## config.mk

```make
export PLATFORM = sky130hd
export DESIGN_NAME = seq_feeder
export DESIGN_NICKNAME = d
export VERILOG_FILES = /design/src/rtl/seq_feeder_pkg.sv /design/src/rtl/bp_skid_buffer.sv /design/src/rtl/seq_feeder.sv
export SDC_FILE = /design/constraint.sdc
export NUM_CORES = 1
export LEC_CHECK = 0
export BUFFER_PORTS_ARGS = -buffer_cell sky130_fd_sc_hd__buf_2
export CORE_ASPECT_RATIO = 1.75
export CORE_MARGIN = 2
export CORE_UTILIZATION = 25
export DETAILED_ROUTE_END_ITERATION = 10
export GPL_TIMING_DRIVEN = 1
export PLACE_DENSITY = 0.37
export SLEW_MARGIN = 25
export SYNTH_ARGS = -nofsm -noshare
export SYNTH_HDL_FRONTEND = slang
export SYNTH_SLANG_ARGS = --single-unit
```

## constraint.sdc

```tcl
create_clock -name clk -period 4.35 [get_ports clk]
set_clock_uncertainty 0.15 [all_clocks]
set_input_delay 0.6525 -clock clk [delete_from_list [all_inputs] [get_ports clk]]
set_output_delay 0.6525 -clock clk [all_outputs]
set_load 0.02 [all_outputs]
```

## src/rtl/seq_feeder_pkg.sv

```systemverilog
// rtl/seq_feeder_pkg.sv - shared widths and FSM state encoding for the sequence feeder
package seq_feeder_pkg;

   // Base encoding width shared by query and target streams
   localparam int BP_WIDTH   = 2;
   // Width of PE_end; a query holds 1..2^LOG_N bases
   localparam int LOG_N      = 4;
   // Width of the target length and issue counters
   localparam int TLEN_WIDTH = 16;

   // Job sequencing states, 3-bit encoding
   typedef enum logic [2:0] {
      ST_IDLE     = 3'd0,
      ST_NEWSEQ   = 3'd1,
      ST_LOAD_S   = 3'd2,
      ST_STREAM_T = 3'd3,
      ST_WAIT_TB  = 3'd4,
      ST_ACK      = 3'd5
   } state_e;

endpackage

```

## src/rtl/bp_skid_buffer.sv

```systemverilog
// rtl/bp_skid_buffer.sv - two-entry base FIFO that absorbs one cycle of downstream stall slip
module bp_skid_buffer #(
   parameter int W = 2
) (
   input  logic         clk,
   input  logic         rst_ni,
   input  logic         push_i,
   input  logic [W-1:0] push_data_i,
   input  logic         pop_i,
   output logic [W-1:0] pop_data_o,
   output logic         full_o,
   output logic         empty_o
);

   logic [W-1:0] ent0_q;
   logic [W-1:0] ent1_q;
   logic [1:0]   cnt_q;
   logic         push_eff;
   logic         pop_eff;

   // Requests against a full/empty buffer are dropped here so callers cannot corrupt the count
   assign push_eff   = push_i & (cnt_q != 2'd2);
   assign pop_eff    = pop_i & (cnt_q != 2'd0);
   assign full_o     = (cnt_q == 2'd2);
   assign empty_o    = (cnt_q == 2'd0);
   assign pop_data_o = ent0_q;

   // Entry 0 is always the head; a pop shifts entry 1 forward
   always_ff @(posedge clk or negedge rst_ni) begin
      if (!rst_ni) begin
         ent0_q <= '0;
         ent1_q <= '0;
         cnt_q  <= 2'd0;
      end else begin
         if (push_eff && !pop_eff) begin
            if (cnt_q == 2'd0) begin
               ent0_q <= push_data_i;
            end else begin
               ent1_q <= push_data_i;
            end
            cnt_q <= cnt_q + 2'd1;
         end else if (pop_eff && !push_eff) begin
            ent0_q <= ent1_q;
            cnt_q  <= cnt_q - 2'd1;
         end else if (pop_eff && push_eff) begin
            // Only reachable with exactly one entry held: replace the head in place
            ent0_q <= push_data_i;
         end
      end
   end

endmodule

```

## src/rtl/seq_feeder.sv

```systemverilog
// rtl/seq_feeder.sv - host-to-DP job transmitter: new_seq, query load, target stream, traceback close
module seq_feeder
   import seq_feeder_pkg::*;
#(
   parameter int BP_W   = BP_WIDTH,
   parameter int LOGN   = LOG_N,
   parameter int TLEN_W = TLEN_WIDTH
) (
   input  logic              clk,
   input  logic              reset_i,
   input  logic              job_start,
   input  logic [LOGN-1:0]   job_s_len,
   input  logic [TLEN_W-1:0] job_t_len,
   input  logic [BP_W-1:0]   s_data,
   input  logic              s_valid,
   output logic              s_ready,
   input  logic [BP_W-1:0]   t_data,
   input  logic              t_valid,
   output logic              t_ready,
   output logic [BP_W-1:0]   S,
   output logic              s_update,
   output logic              new_seq,
   output logic [LOGN-1:0]   PE_end,
   output logic [BP_W-1:0]   T,
   output logic              valid,
   input  logic              busy,
   input  logic              done,
   output logic              ack,
   output logic              job_busy,
   output logic              job_err
);

   localparam logic [LOGN-1:0]   S_ONE = LOGN'(1);
   localparam logic [TLEN_W-1:0] T_ONE = TLEN_W'(1);

   state_e            state_q;
   state_e            state_d;
   logic [LOGN-1:0]   pe_end_q;
   logic [LOGN-1:0]   s_cnt_q;
   logic [TLEN_W-1:0] t_len_q;
   logic [TLEN_W-1:0] t_acc_q;
   logic [TLEN_W-1:0] t_iss_q;
   logic [BP_W-1:0]   s_q;
   logic [BP_W-1:0]   t_q;
   logic              s_upd_q;
   logic              valid_q;
   logic              err_q;
   logic [BP_W-1:0]   skid_head;
   logic              skid_full;
   logic              skid_empty;
   logic              start_ok;
   logic              s_hs;
   logic              t_hs;
   logic              pop;
   logic              s_last;
   logic              t_last;

   assign start_ok = job_start & (state_q == ST_IDLE) & (job_t_len != '0);
   assign s_hs     = s_valid & s_ready;
   assign t_hs     = t_valid & t_ready;
   // busy is the DP's registered view, so the base issued as it rises is still taken
   assign pop      = (state_q == ST_STREAM_T) & ~skid_empty & ~busy;
   assign s_last   = s_hs & (s_cnt_q == pe_end_q);
   assign t_last   = pop & (t_iss_q == (t_len_q - T_ONE));

   assign S        = s_q;
   assign s_update = s_upd_q;
   assign T        = t_q;
   assign valid    = valid_q;
   assign PE_end   = pe_end_q;
   assign job_err  = err_q;

   bp_skid_buffer #(
      .W (BP_W)
   ) u_skid (
      .clk         (clk),
      .rst_ni      (reset_i),
      .push_i      (t_hs),
      .push_data_i (t_data),
      .pop_i       (pop),
      .pop_data_o  (skid_head),
      .full_o      (skid_full),
      .empty_o     (skid_empty)
   );

   // State register
   always_ff @(posedge clk or negedge reset_i) begin
      if (!reset_i) begin
         state_q <= ST_IDLE;
      end else begin
         state_q <= state_d;
      end
   end

   // Next-state and phase-qualified handshake/pulse outputs
   always_comb begin
      state_d  = state_q;
      new_seq  = 1'b0;
      s_ready  = 1'b0;
      t_ready  = 1'b0;
      ack      = 1'b0;
      job_busy = (state_q != ST_IDLE);
      case (state_q)
         ST_IDLE: begin
            if (start_ok) begin
               state_d = ST_NEWSEQ;
            end
         end
         ST_NEWSEQ: begin
            new_seq = 1'b1;
            state_d = ST_LOAD_S;
         end
         ST_LOAD_S: begin
            s_ready = 1'b1;
            if (s_last) begin
               state_d = ST_STREAM_T;
            end
         end
         ST_STREAM_T: begin
            // Never take more target bases from the host than the job length
            t_ready = ~skid_full & (t_acc_q != t_len_q);
            if (t_last) begin
               state_d = ST_WAIT_TB;
            end
         end
         ST_WAIT_TB: begin
            if (done) begin
               state_d = ST_ACK;
            end
         end
         ST_ACK: begin
            ack     = 1'b1;
            state_d = ST_IDLE;
         end
         default: begin
            state_d = ST_IDLE;
         end
      endcase
   end

   // Job lengths, base counters and the registered S/T ports toward the DP
   always_ff @(posedge clk or negedge reset_i) begin
      if (!reset_i) begin
         pe_end_q <= '0;
         s_cnt_q  <= '0;
         t_len_q  <= '0;
         t_acc_q  <= '0;
         t_iss_q  <= '0;
         s_q      <= '0;
         t_q      <= '0;
         s_upd_q  <= 1'b0;
         valid_q  <= 1'b0;
      end else begin
         if (start_ok) begin
            pe_end_q <= job_s_len;
            t_len_q  <= job_t_len;
            s_cnt_q  <= '0;
            t_acc_q  <= '0;
            t_iss_q  <= '0;
         end else if (state_q == ST_ACK) begin
            pe_end_q <= '0;
         end
         if (s_hs) begin
            s_cnt_q <= s_cnt_q + S_ONE;
         end
         if (t_hs) begin
            t_acc_q <= t_acc_q + T_ONE;
         end
         if (pop) begin
            t_iss_q <= t_iss_q + T_ONE;
         end
         s_upd_q <= s_hs;
         s_q     <= s_hs ? s_data : '0;
         valid_q <= pop;
         t_q     <= pop ? skid_head : '0;
      end
   end

   // Sticky error: bad length or overlapping start; any accepted start clears it
   always_ff @(posedge clk or negedge reset_i) begin
      if (!reset_i) begin
         err_q <= 1'b0;
      end else if (job_start) begin
         if (state_q != ST_IDLE) begin
            err_q <= 1'b1;
         end else begin
            err_q <= (job_t_len == '0);
         end
      end
   end

endmodule
```

==> results.tsv <==
stage	metric	value	unit
outcome	status	complete, no violations	
setup_path	type of origin of the critical path	flop	
setup_path	crit path to	u_skid.pop_data_o[1]	
place	port buffer count	46	
synthesis	Mapped Area	4255	sq um
grt	number of global-route vias before repair	3625	
grt	GRT Total Usage	14.54	%
clocking	CTS tree	done	
grt	largest net degree at the start of global routing	73	
grt	first-pass GRT wire length	19.77	mm
route	WL final	12.33	mm
clocking	setup bufs post-CTS	0	
sta	post-route setup slack	1.157	ns
clocking	cts repair resizes	0	
clocking	CTS Root Cell	clkbuf_16	
sta	Setup TNS Final	0	ns
clocking	CTS buffer count	9	
pwr	Sequential Power Share	38.1	%
place	DP HPWL	9.209	mm
route	DR WL/cell	16.64	um
synthesis	register area share after synthesis	42.34	%
synthesis	Synth async-reset ratio	100.0	%
floorplanning	Die H	176.6	um
setup_path	Critical Path AT	3.27	ns
floorplanning	Core Region	16790	sq um
clocking	Max H-tree Level	3	
floorplanning	die width	102.6	um
sta	Slew Limit Headroom	45.32	%
route	via count	3513	
cells_and_area	nets@finish	546	
sta	post-layout minimum cycle time	3.193	ns
pwr	part of the power in the clock network	22.9	%
cells_and_area	final core utilization	29.23	%
setup_path	critical path type	flop to flop	
cells_and_area	layout cells sized above 1	16.34	%
sta	Final setup viols	0	
synthesis	Netlist cell types	63	
sta	final hold violation count	0	
setup_path	CP Max Fanout	20	
pwr	combinational power share	39.0	%
pwr	Int Power	1.754	mW
grt	initial antenna violation count	0	
route	DRT iter0 DRCs	88	
synthesis	Syn Area/Cell	8.828	sq um
place	setup slack at placement	0.9443	ns
pwr	Switching Power	1.263	mW
setup_path	R2R Setup Slk	1.16	ns
floorplanning	Rows	63	
synthesis	#FFs+latches synth	72	
cells_and_area	Area Overhead vs Synth	15.35	%
sta	crit share post-route	73.41	%
synthesis	synthesized netlist net count	519	
setup_path	Critical Path RT	4.43	ns
pwr	Leak	2.308	nW
synthesis	Gate Count Post-Synth	482	
synthesis	dominant synthesized flop cell	dfrtp_1	
place	Final GP Congestion	0.7882	
pwr	Worst VDD drop	0.1672	mV
clocking	clk buf depth	2	
sta	Fmax	313.1	MHz
route	# DRC	0	
grt	grt total ovfl	0	
route	post-route ant nets	0	
setup_path	FF-to-FF End	u_skid.pop_data_o[1]	
clocking	CTS Hold Bufs	0	
sta	RSZ-0062 raised after global routing	false	
sta	worst hold slack	0.1884	ns
setup_path	origin of the critical flop-to-flop path	t_len_q[13]	
clocking	clock sink count	72	
pwr	PwrDens	614.7	nW/um^2
sta	Tightest Pin Transition	0.8203	ns
hold_path	Hold Crit Class	input port to async pin	
floorplanning	die area	18120	sq um
sta	Final Max Slew Viols	0	
route	TritonRoute pass-1 iters	4	
setup_path	worst setup path start	t_len_q[13]	
flow_run	max_cap viols	0	
setup_path	Reg2Reg Depth	9	
floorplanning	Starting Density	25.34	%
clocking	worst skew pair latency	0.34	ns
pwr	Net Sw Frac	41.86	%
cells_and_area	Antenna Cells	0	
setup_path	critical path endpoint category	flop	
floorplanning	I/O pin cnt	47	
route	via/cell ratio	4.741	
synthesis	EDFF count, synth	0	
clocking	clock-pin slew on the worst setup and hold paths	0.06	ns
synthesis	synth warn	0	
==> area by class of cell <==
cell class                      instances  area, sq um
Tap cell                              227        284.0
Multi-Input combinational cell        363         2240
Clock inverter                          3        17.52
Timing Repair Buffer                   50        266.5
Sequential cell                        72         1802
Fill cell                            1831        11880
Inverter                               13        48.80
Clock buffer                           13        250.2
==> power groups by stage <==
stage	Sequential (mW)	Clock [mW]	Combinational, mW
4_1_cts	1.15	0.722	1.21
5_1_grt	1.19	0.742	1.32
6_report	1.15	0.692	1.18
2_1_floorplan	1.03	0	1.00
3_3_place_gp	1.16	0	1.18
3_5_place_dp	1.16	0	1.20
==> state kept, by name, summed over array words and instances, names as in the netlist, 3 cells and up <==
register and cells:
PE_end 4, t_len_q 16, s_cnt_q 4, t_iss_q 16, state_q 3, t_acc_q 16
==> per-layer routing <==
| metal | share of wire (%) | global-route usage [%] | vias to the layer above |
|---|---|---|---|
| met2 | 56 | 26.50 | 31 |
| li1 | - | - | 1740 |
| met3 | 1.8 | 1.940 | 15 |
| met1 | 40 | 16.36 | 1727 |
| met4 | 2.3 | 6.500 | 0 |
| met5 | 0 | 0 | - |
==> synth_stat cells (7+ instances only) <==
master,instances,area (sq um)
a21oi_1,9,45.04
and3_1,10,62.56
buf_2,13,65.06
clkbuf_1,15,56.30
dfrtp_1,72,1802
inv_1,12,45.04
mux2_2,7,78.83
nand2_1,85,319.1
nand3_1,32,160.2
nand4_1,12,75.07
nor2_1,28,105.1
nor3_1,11,55.05
nor4_1,10,62.56
o21ai_0,41,205.2
xnor2_1,10,87.58
xor2_1,33,289.0
==> worst min path at each step <==
stage | end | start | slack [ns]
6_report | u_skid.pop_data_o[0] | reset_i | 0.19
5_1_grt | t_len_q[3] | reset_i | 0.26
4_1_cts | T[1] | u_skid.pop_data_o[1] | 0.33
3_5_place_dp | T[1] | u_skid.pop_data_o[1] | 0.32
3_3_place_gp | T[1] | u_skid.pop_data_o[1] | 0.31
2_1_floorplan | PE_end[0] | reset_i | 0.21
==> critical path, cell delays in order, from the launching register on <==
cell and delay [ns]:
dfrtp_1 0.47, xor2_1 0.18, nor4_1 0.38, nand4_1 0.24
nand3_2 0.32, inv_2 0.22, ha_1 0.29, nor2b_1 0.22
mux2_2 0.36, mux2_2 0.25
==> through the flow <==
stage / cells / area, sq um / power (mW)
finish: 741 / 4908 / 3.017
global route: 741 / 4908 / 3.251
CTS: 741 / 4905 / 3.080
detailed placement: 725 / 4637 / 2.361
global placement: 725 / 4637 / 2.343
floorplan: 482 / 4255 / 2.033
==> placed cells by master, fill, tap and decap left out, types with 3 or more instances in the layout <==
cell type,synthesis,routed
nand2_1,85,85
o21ai_0,41,41
inv_1,12,12
a221o_1,3,3
nand2b_1,3,3
clkbuf_1,15,3
mux2_2,7,7
nor3_1,11,11
a21oi_1,9,9
buf_4,1,4
buf_2,13,45
a31oi_1,4,4
xor2_1,33,33
clkbuf_16,0,9
or3_1,5,5
nor3b_1,3,3
dfrtp_1,72,72
mux2i_1,4,4
nor4_1,10,10
nor2_1,28,28
and2_1,5,5
and3_1,10,10
ha_1,6,6
nand3_1,32,32
xnor2_1,10,10
nand4_1,12,12
a211oi_1,3,3
==> cell families after synthesis <==
kind of cell	Yosys count	share of synthesized area, %
simple gates	222	26.55
compound gates	80	12.14
buf+inv	47	5.028
flops	72	42.34
xor+xnor	44	9.380
fa+ha+maj	6	1.764
mux	11	2.793
No activity file was read; power rests on OpenSTA's default activity.
